===== src/rtl/prv32_id_ex_stage.sv =====
// ID/EX pipeline register with EX/MEM and MEM/WB operand forwarding feeding the EX-stage ALU.
// Also detects load-use hazards and turns flushes and stalls into bubbles.
module prv32_id_ex_stage #(
  parameter int XLEN   = 32,
  parameter bit FWD_EN = 1'b1
) (
  input  logic            clk,
  input  logic            rst,
  input  logic            id_valid,
  input  logic [XLEN-1:0] id_pc,
  input  logic [XLEN-1:0] id_rs1_data,
  input  logic [XLEN-1:0] id_rs2_data,
  input  logic [XLEN-1:0] id_imm,
  input  logic [4:0]      id_rs1,
  input  logic [4:0]      id_rs2,
  input  logic [4:0]      id_rd,
  input  logic [3:0]      id_alufn,
  input  logic            id_alusrc,
  input  logic            id_regwrite,
  input  logic            id_memread,
  input  logic            id_memwrite,
  input  logic            flush,
  input  logic [4:0]      exmem_rd,
  input  logic            exmem_regwrite,
  input  logic [XLEN-1:0] exmem_result,
  input  logic [4:0]      memwb_rd,
  input  logic            memwb_regwrite,
  input  logic [XLEN-1:0] memwb_result,
  output logic [XLEN-1:0] alu_a,
  output logic [XLEN-1:0] alu_b,
  output logic [4:0]      alu_shamt,
  output logic [3:0]      alu_alufn,
  output logic            ex_valid,
  output logic [XLEN-1:0] ex_pc,
  output logic [4:0]      ex_rd,
  output logic [XLEN-1:0] ex_store_data,
  output logic            ex_regwrite,
  output logic            ex_memread,
  output logic            ex_memwrite,
  output logic            load_use_stall
);

  logic            ex_valid_reg;
  logic [XLEN-1:0] ex_pc_reg;
  logic [XLEN-1:0] ex_imm_reg;
  logic [4:0]      ex_rd_reg;
  logic [3:0]      ex_alufn_reg;
  logic            ex_alusrc_reg;
  logic            ex_regwrite_reg;
  logic            ex_memread_reg;
  logic            ex_memwrite_reg;
  logic            capture;

  logic [1:0][XLEN-1:0] id_rs_data;
  logic [1:0][4:0]      id_rs_idx;
  logic [1:0][XLEN-1:0] fwd;

  assign id_rs_data = {id_rs2_data, id_rs1_data};
  assign id_rs_idx  = {id_rs2, id_rs1};

  // A load in EX cannot supply its data until MEM/WB, so hold decode for one cycle.
  assign load_use_stall = ex_valid_reg & ex_memread_reg & (ex_rd_reg != 5'd0) & id_valid &
                          ((ex_rd_reg == id_rs1) | ((ex_rd_reg == id_rs2) & ~id_alusrc));

  assign capture = ~(flush | load_use_stall);

  always_ff @(posedge clk or posedge rst) begin
    if (rst) begin
      ex_valid_reg    <= 1'b0;
      ex_pc_reg       <= '0;
      ex_imm_reg      <= '0;
      ex_rd_reg       <= 5'd0;
      ex_alufn_reg    <= 4'd0;
      ex_alusrc_reg   <= 1'b0;
      ex_regwrite_reg <= 1'b0;
      ex_memread_reg  <= 1'b0;
      ex_memwrite_reg <= 1'b0;
    end else if (!capture) begin
      // Bubble: only the valid/control bits and alufn are forced; data fields hold.
      ex_valid_reg    <= 1'b0;
      ex_alufn_reg    <= 4'd0;
      ex_regwrite_reg <= 1'b0;
      ex_memread_reg  <= 1'b0;
      ex_memwrite_reg <= 1'b0;
    end else begin
      ex_valid_reg    <= id_valid;
      ex_pc_reg       <= id_pc;
      ex_imm_reg      <= id_imm;
      ex_rd_reg       <= id_rd;
      ex_alufn_reg    <= id_alufn;
      ex_alusrc_reg   <= id_alusrc;
      ex_regwrite_reg <= id_regwrite;
      ex_memread_reg  <= id_memread;
      ex_memwrite_reg <= id_memwrite;
    end
  end

  // Operand 0 is rs1, operand 1 is rs2; each has its own register slice and forwarding mux.
  for (genvar gi = 0; gi < 2; gi++) begin : g_opnd
    logic [XLEN-1:0] data_reg;
    logic [4:0]      idx_reg;
    logic            hit_exmem;
    logic            hit_memwb;

    always_ff @(posedge clk or posedge rst) begin
      if (rst) begin
        data_reg <= '0;
        idx_reg  <= 5'd0;
      end else if (capture) begin
        data_reg <= id_rs_data[gi];
        idx_reg  <= id_rs_idx[gi];
      end
    end

    // x0 is never forwarded; EX/MEM wins over MEM/WB as the younger producer.
    assign hit_exmem = FWD_EN & exmem_regwrite & (exmem_rd != 5'd0) & (exmem_rd == idx_reg);
    assign hit_memwb = FWD_EN & memwb_regwrite & (memwb_rd != 5'd0) & (memwb_rd == idx_reg);
    assign fwd[gi]   = hit_exmem ? exmem_result :
                       hit_memwb ? memwb_result : data_reg;
  end

  assign alu_a         = fwd[0];
  assign alu_b         = ex_alusrc_reg ? ex_imm_reg : fwd[1];
  assign alu_shamt     = alu_b[4:0];
  assign alu_alufn     = ex_alufn_reg;
  assign ex_store_data = fwd[1];

  assign ex_valid    = ex_valid_reg;
  assign ex_pc       = ex_pc_reg;
  assign ex_rd       = ex_rd_reg;
  assign ex_regwrite = ex_valid_reg & ex_regwrite_reg;
  assign ex_memread  = ex_valid_reg & ex_memread_reg;
  assign ex_memwrite = ex_valid_reg & ex_memwrite_reg;

endmodule


===== config.mk =====
export PLATFORM = sky130hd
export DESIGN_NAME = prv32_id_ex_stage
export DESIGN_NICKNAME = d
export VERILOG_FILES = /design/src/rtl/prv32_id_ex_stage.sv
export SDC_FILE = /design/constraint.sdc
export NUM_CORES = 1
export LEC_CHECK = 0
export CAP_MARGIN = 0
export CORE_MARGIN = 8
export CORE_UTILIZATION = 47
export CTS_BUF_LIST = sky130_fd_sc_hd__clkbuf_8
export CTS_CLUSTER_SIZE = 40
export DETAILED_ROUTE_END_ITERATION = 10
export MAX_ROUTING_LAYER = met4
export PLACE_DENSITY = 0.89
export SYNTH_ARGS = -nofsm -noshare
export SYNTH_HDL_FRONTEND = slang
export SYNTH_SLANG_ARGS = --single-unit
export TNS_END_PERCENT = 30

===== constraint.sdc =====
create_clock -name clk -period 10.9 [get_ports clk]
set_input_delay 2.18 -clock clk [delete_from_list [all_inputs] [get_ports clk]]
set_output_delay 2.18 -clock clk [all_outputs]
set_load 0.005 [all_outputs]

# After elaboration in Yosys (flattened, before gate mapping)
# Index checks and enable logic that the tools add are counted.
[totals] wordCells=48 inputBits=231 out_inout_bits=147 reg_bits=152
[op_classes] bitwise_logic=16 eq_ne=6 n_reduce_logical=3 n_mux=10
[op_table] op="32-bit two-way mux" count=5
[op_table] op="5-bit equality test" count=6
[op_table] op="5-bit nonzero test" count=3
[op_table] op="1-bit AND" count=13
[op_table] op="1-bit two-way mux" count=4
[op_table] op="4-bit two-way mux" count=1
[op_table] op="1-bit OR" count=2
[op_table] op="1-bit inverter" count=1

# Logic depth before layout (Yosys ltp)
# Gate-level depths: netlist of the first run.
[logic_depth] depth_word=6 depth_mapped=8 ltp_nobuf=5

# Worst setup path before layout of the first run
# OpenSTA, ideal clock, no wires.
[synth_path] path_type="input to output" from="input memwb_rd[2]" to="output alu_shamt[0]" stages=8 t_arrival_ns=3.914 required_ns=8.720 slack_ns=4.806 path_buffers=3 cell_sequence="xor2_1 > or4b_1 > buf_2 > buf_6 > nor4b_2 > a211oi_2 > o31ai_1 > buf_4"
[synth_between] elab_chain_cells=6 elab_cells_between_ends=7 cone_classes="1 x eq/ne; 3 x mux; 2 x bitwise; 1 x reduce/logical"
[synth_rtl] item="start, declared" line_no="26" rtl="input logic [4:0] memwb_rd,"
[synth_rtl] item="5-bit nonzero test" line_no="117" rtl="assign hit_memwb = FWD_EN & memwb_regwrite & (memwb_rd != 5'd0) & (memwb_rd == idx_reg);"
[synth_rtl] item="1-bit AND" line_no="117"
[synth_rtl] item="1-bit AND *" line_no="117"
[synth_rtl] item="32-bit two-way mux *" line_no="119" rtl="hit_memwb ? memwb_result : data_reg;"
[synth_rtl] item="32-bit two-way mux *" line_no="118" rtl="assign fwd[gi] = hit_exmem ? exmem_result :"
[synth_rtl] item="32-bit two-way mux *" line_no="123" rtl="assign alu_b = ex_alusrc_reg ? ex_imm_reg : fwd[1];"
[synth_rtl] item="end, declared" line_no="31" rtl="output logic [4:0] alu_shamt,"
# Mark *: on every way between the ends. The rest lies on a longest branch, timed or not.

# Worst setup path after layout of the first run
[layout_path] from="input exmem_rd[1]" to="output alu_shamt[0]"
[layout_between] elab_chain_cells=5 elab_cells_between_ends=6 cone_classes="1 x eq/ne; 2 x mux; 2 x bitwise; 1 x reduce/logical"
[layout_rtl] item="start, declared" line_no="23" rtl="input logic [4:0] exmem_rd,"
[layout_rtl] item="5-bit nonzero test" line_no="116" rtl="assign hit_exmem = FWD_EN & exmem_regwrite & (exmem_rd != 5'd0) & (exmem_rd == idx_reg);"
[layout_rtl] item="1-bit AND" line_no="116"
[layout_rtl] item="1-bit AND *" line_no="116"
[layout_rtl] item="32-bit two-way mux *" line_no="118"
[layout_rtl] item="32-bit two-way mux *" line_no="123"
# Marks and branches as above.

==> impl_results.md, run 1 <==
* Outcome: finished, final reports clean
* Final GP Congestion at 0.873
* Unrepaired setup endpoints after global routing: false
* Int Pwr at 1.10 mW
* Largest net degree at the start of global routing at 100
* Crit Path Category: in2out
* Data required, critical path at 8720 ps
* Final Util at 71.5%
* DP Area at 12400 um^2
* Slew @ Worst Pin at 1080 ps
* Slew Limit Fails at 0
* Remaining antenna violation count after routing at 0
* DIE AREA at 22700 um^2
* Post-CTS setup buffers at 0
* Critical path peak fanout at 31
* # fillers at 1280
* Gate power share at 30.4%
* Setup-failing EPs final at 0
* Initial antenna violation count at 4
* Synth warnings at 0
* Clock transition at path regs at 90 ps
* Number of synthesized flops with an enable pin at 0
* Worst Clk Skew at 17.0 ps
* Bufs on Longest Clock Path at 2
* Hold Crit Class: reg2reg
* WHS at 497 ps
* CP peak stage delay at 790 ps
* Final worst slack at 2810 ps
* Syn_area_per_cell at 11.1 um^2
* Initial core utilization at 47.6%
* Dpl ws at 2810 ps
* Drc violations at 0
* First-pass GRT wire length at 47.7 mm
* Max transition margin at 27.9%
* Synth async-reset ratio at 100%
* CP Capture Type: output port
* Switching Share at 31.5%
* # nets final at 1327
* Vias at 7762
* Worst-Skew Late Latency at 460 ps
* Cell Chain, Critical Path: clkdlybuf4s50_1, or4_1, o211ai_4, or2_1, buf_4, nor2_1, o31ai_1, clkdlybuf4s50_1
* Area grow syn2layout at 50.1%
* Max-cap violations at 0
* Fin cells at 1342
* Clk root buf: clkbuf_8
* Vias in the first global route at 8556
* Worst setup SP type: input pin
* CTS sink cnt at 152
* Total power density per cell area at 125 nW/um^2
* Overall Power at 1.60 mW
* Die Height at 151 um
* Synth Instances at 765
* Hold-fix buffers, CTS at 0
* Num rows at 49
* Post-route setup TNS at 0 ps
* Part of the cycle the worst path needs at 74.2%
* Pleak at 4.86 nW
* CTS tree: yes
* Final hold vios at 0
* Total CTS buffers at 17
* Crit path time final at 8090 ps
* Max FFs per register at 64
* Die width at 151 um
* Yosys reg bits at 152
* Fraction of layout cells with a size suffix above 1 at 13.4%
* Ys flop type: dfrtp_1
* Vias per cell at 5.78
* # placed instances at 1306
* Final Cell Area at 12800 um^2
* Synthesized area at 8530 um^2
* GRT Overall Usage at 28.4%
* Htree depth at 4
* Routed WL at 31.8 mm
* Starting DRT DRC Count at 534
* PostCTS Resize Cnt at 0
* Post-DP HPWL at 24.0 mm
* Max Clk Rate at 124 MHz
* Core Area at 17900 um^2
* Register area share after synthesis at 44.6%
* WL per Instance at 23.7 um
* Most common cell on crit path: clkdlybuf4s50_1
* Slowest library cell on the worst path: o211ai_4
* Worst vdd ir at 0.0000909 V
* Clock Power Share at 28.3%
* Ports at 378
* GRT Residual Overflow at 0
* Power share of the sequential group at 41.3%
* Port bufs at 377
* Switch Pwr at 0.505 mW
* Distinct cells, synth at 37
* Drt pass-1 iters at 5
* CP arrival at 5910 ps
* Syn nets at 996
-- synth_stat cells (all sizes together) (29+ instances only) --
library cell	instances	area share [%]
clkbuf	30	1.3
a31oi	29	2.1
nor2	46	2.0
nor4	31	2.5
buf	46	3.0
dfrtp	152	45
a21oi	32	1.9
nor3	31	1.8
mux2i	32	3.8
o31ai	32	4.4
nand3	33	1.9
mux2	168	22
nand2	35	1.5
-- cell usage in the layout, fill, tap and decap left out, drive strengths merged --
cell type and instances:
clkinv 1, clkdlybuf4s50 377, nor4 31, nand3b 1
nand2 35, clkinvlp 1, mux2 168, dfrtp 152
o211ai 1, clkbuf 17, or2 2, a21oi 32
o21ai 1, xor2 18, and2 4, nor4b 3
or3 1, a21boi 1, or4b 1, nand3 33
a211oi 3, diode 4, a41oi 1, o31ai 32
or4 2, mux2i 32, xnor2 12, a31oi 29
nor2 46, nor3 31, and3 8, inv 13
nand4 3, a32o 5, bufinv 1, buf 11
-- power by group through the flow --
stage | Sequential (mW) | Clock, mW | Combinational [mW]
6_report | 0.662 | 0.453 | 0.487
5_1_grt | 0.669 | 0.486 | 0.522
4_1_cts | 0.662 | 0.462 | 0.491
3_5_place_dp | 0.674 | 0 | 0.488
3_3_place_gp | 0.670 | 0 | 0.478
2_1_floorplan | 0.657 | 0 | 0.211
-- cells by family after synthesis --
| group | synth area share (%) |
|---|---|
| buffers and inverters | 4.39 |
| DFF | 44.6 |
| muxes | 25.9 |
| AOI/OAI and AO/OA | 9.92 |
| and+or+nand+nor | 12.1 |
| xor gates and xnor gates | 3.08 |
-- metal layers --
layer  up-vias  share of wire [%]  GRT usage [%]
met5         -                  0              -
met4         0                3.7           12.8
met3        70                9.6           7.91
met2       436                 50           47.3
met1      3782                 37           31.1
li1       3474                  -              -
-- worst paths after layout --
check	start	endpoint	slack (ps)	cells after the start
worst max-delay path	exmem_rd[1]	alu_shamt[0]	2810	8
worst min-delay path	ex_imm_reg[6]$_DFFE_PP0N_	ex_imm_reg[6]$_DFFE_PP0N_	500	1
worst max register to register	ex_rd[1]$_DFFE_PP0N_	g_opnd[1].data_reg[5]$_DFFE_PP0N_	6600	7
worst min register to register	ex_imm_reg[6]$_DFFE_PP0N_	ex_imm_reg[6]$_DFFE_PP0N_	500	1
max in group asynchronous	rst	ex_alusrc_reg$_DFFE_PP0N_	7250	3
min in group asynchronous	rst	ex_pc[9]$_DFFE_PP0N_	2300	2
-- critical path, delay by kind of cell --
| kind | cells | cell delay (ps) |
|---|---|---|
| AOI/OAI and AO/OA | 2 | 1110 |
| buffers and inverters | 3 | 1460 |
| and+or+nand+nor | 3 | 1160 |
-- area by class of cell --
class	instances	area (um^2)	area share, %
sequential	152	3800	29.7
timing repair buffer	388	3860	30.1
multi-input combinational	536	4430	34.6
inverter	1	8.76	0.0684
clock buffer	17	234	1.83
antenna	4	10.0	0.0782
clock inverter	15	169	1.32
tap	229	287	2.24
(Power assumes the default switching activity.)
==> run 2: changes to the inputs <==
--- a/config.mk
+++ b/config.mk
@@ -7,12 +7,12 @@
 export LEC_CHECK = 0
 export CAP_MARGIN = 0
 export CORE_MARGIN = 8
-export CORE_UTILIZATION = 47
+export CORE_UTILIZATION = 40
 export CTS_BUF_LIST = sky130_fd_sc_hd__clkbuf_8
 export CTS_CLUSTER_SIZE = 40
 export DETAILED_ROUTE_END_ITERATION = 10
 export MAX_ROUTING_LAYER = met4
-export PLACE_DENSITY = 0.89
+export PLACE_DENSITY = 0.8
 export SYNTH_ARGS = -nofsm -noshare
 export SYNTH_HDL_FRONTEND = slang
 export SYNTH_SLANG_ARGS = --single-unit
==> constraint.sdc (replaced) <==
create_clock -name clk -period 7 [get_ports clk]
set_input_delay 1.4 -clock clk [delete_from_list [all_inputs] [get_ports clk]]
set_output_delay 1.4 -clock clk [all_outputs]
set_load 0.005 [all_outputs]
==> impl_results.md, run 2 (synthesis gave the netlist of run 1 again) <==
* Largest net degree at the start of global routing at 92
* Max transition margin at 23.2%
* Htree depth at 4
* Initial antenna violation count at 0
* Ports at 378
* Final worst slack at 1000 ps
* Starting DRT DRC Count at 382
* Data required, critical path at 5600 ps
* Final Cell Area at 12900 um^2
* Drt pass-1 iters at 4
* # fillers at 1751
* FF-to-FF End: g_opnd[1].data_reg[18]$_DFFE_PP0N_
* Initial core utilization at 40.7%
* Post-CTS setup buffers at 0
* Min-delay src: g_opnd[0].data_reg[5]$_DFFE_PP0N_
* Hold-fix buffers, CTS at 0
* Worst hold path depth at 1
* R2r setup slk at 3720 ps
* Worst Hold Path EP: g_opnd[0].data_reg[5]$_DFFE_PP0N_
* Multi-input gate area at 4430 um^2
* Worst-Skew Late Latency at 440 ps
* Diode count at 0
* CTS tree: yes
* Port bufs at 377
* Bufs on Longest Clock Path at 2
* Commonest non-fill, non-tap cell in the layout: clkdlybuf4s50_1
* Core Area at 21000 um^2
* Final hold vios at 0
* CTS sink cnt at 152
* Crit path time final at 6000 ps
* WL per Instance at 23.6 um
* Max FFs per register at 64
* PostCTS Resize Cnt at 0
* Vias in the first global route at 8490
* Met1 Use GR at 28.2%
* Max-cap violations at 0
* Post-DP HPWL at 24.0 mm
* Hold Crit Class: reg2reg
* GRT Residual Overflow at 0
* Overall Power at 2.49 mW
* First-pass GRT wire length at 50.2 mm
* Clk root buf: clkbuf_8
* M2 GR Usage at 43.3%
* Most frequent cells in the layout: 377 x clkdlybuf4s50_1, 151 x dfrtp_1, 110 x mux2_1
* Pleak at 4.90 nW
* Outcome: finished, final reports clean
* Remaining antenna violation count after routing at 0
* Slew Limit Fails at 0
* Crit Path Category: in2out
* Dpl ws at 1030 ps
* Vias per cell at 5.58
* Worst R2R Path Depth at 6
* Area grow syn2layout at 51.6%
* Sequential cell area at 3800 um^2
* Total power density per cell area at 192 nW/um^2
* Num rows at 53
* Fraction of met3 tracks used by global routing at 7.77%
* Worst setup SP type: input pin
* Critical R2R Launch: ex_rd[1]$_DFFE_PP0N_
* Die Height at 162 um
* Clock transition at path regs at 90 ps
* CP Capture Type: output port
* Final Util at 61.7%
* Setup-failing EPs final at 0
* DIE AREA at 26200 um^2
* Total CTS buffers at 17
* Gr busiest metal: met2
* Drc violations at 0
* Worst Clk Skew at 13.8 ps
* Die width at 162 um
* Max Clk Rate at 167 MHz
* Post-route setup TNS at 0 ps
* Critical path peak fanout at 17
* Fraction of layout cells with a size suffix above 1 at 13.8%
* Part of the cycle the worst path needs at 85.7%
* Unrepaired setup endpoints after global routing: false
* Vias at 7742
* Final GP Congestion at 0.901
* GRT Overall Usage at 25.5%
* # nets final at 1331
* Routed WL at 32.7 mm
* CP arrival at 4600 ps
* DP Area at 12500 um^2
* Slew @ Worst Pin at 1150 ps
* Worst vdd ir at 0.000157 V
run 2: how the worst max path moves through the flow:
stage / from / endpoint / cells past startpoint
after floorplan: rst / alu_alufn[0]$_DFF_PP0_ / 1
after global placement: memwb_rd[4] / alu_shamt[0] / 7
after detailed placement: memwb_rd[4] / alu_b[5] / 7
after CTS: memwb_rd[4] / alu_b[5] / 7
after global routing: memwb_rd[4] / alu_b[15] / 8
final: memwb_rd[4] / alu_b[15] / 8
run 2: through the flow:
step	instances	hold slack, ps
after CTS	1388	500
after global routing	1388	511
after detailed placement	1356	477
final	1388	497
after global placement	1356	468
after floorplan	765	459
run 2: area by class of cell:
class / count / share of cell area (%)
multi-input cells: 536 / 34.3
repair buffers: 392 / 30.4
flip-flops and latches: 152 / 29.4
well taps: 275 / 2.66
clock buffers: 17 / 1.81
clock inverters: 15 / 1.37
inverters: 1 / 0.0678
run 2: where the power goes:
group | leakage, nW | internal, mW | total [mW] | switching [mW]
sequential | 1.79 | 0.963 | 1.03 | 0.0683
combinational | 2.91 | 0.449 | 0.768 | 0.319
clock | 0.208 | 0.275 | 0.687 | 0.412
run 2: routing by layer:
metal | routed length [um] | share of wire, % | vias to the layer above
met5 | 0 | 0 | -
met4 | 948 | 2.9 | 0
met3 | 2840 | 8.7 | 61
met2 | 16300 | 50 | 441
met1 | 12600 | 39 | 3768
li1 | - | - | 3472
run 2: critical path, cell delays in order:
cell and delay (ps):
clkdlybuf4s50_1 540, xor2_4 230, or4b_2 950, buf_12 290, o31ai_2 210, a31oi_1 170, mux2_2 330, clkdlybuf4s50_1 450
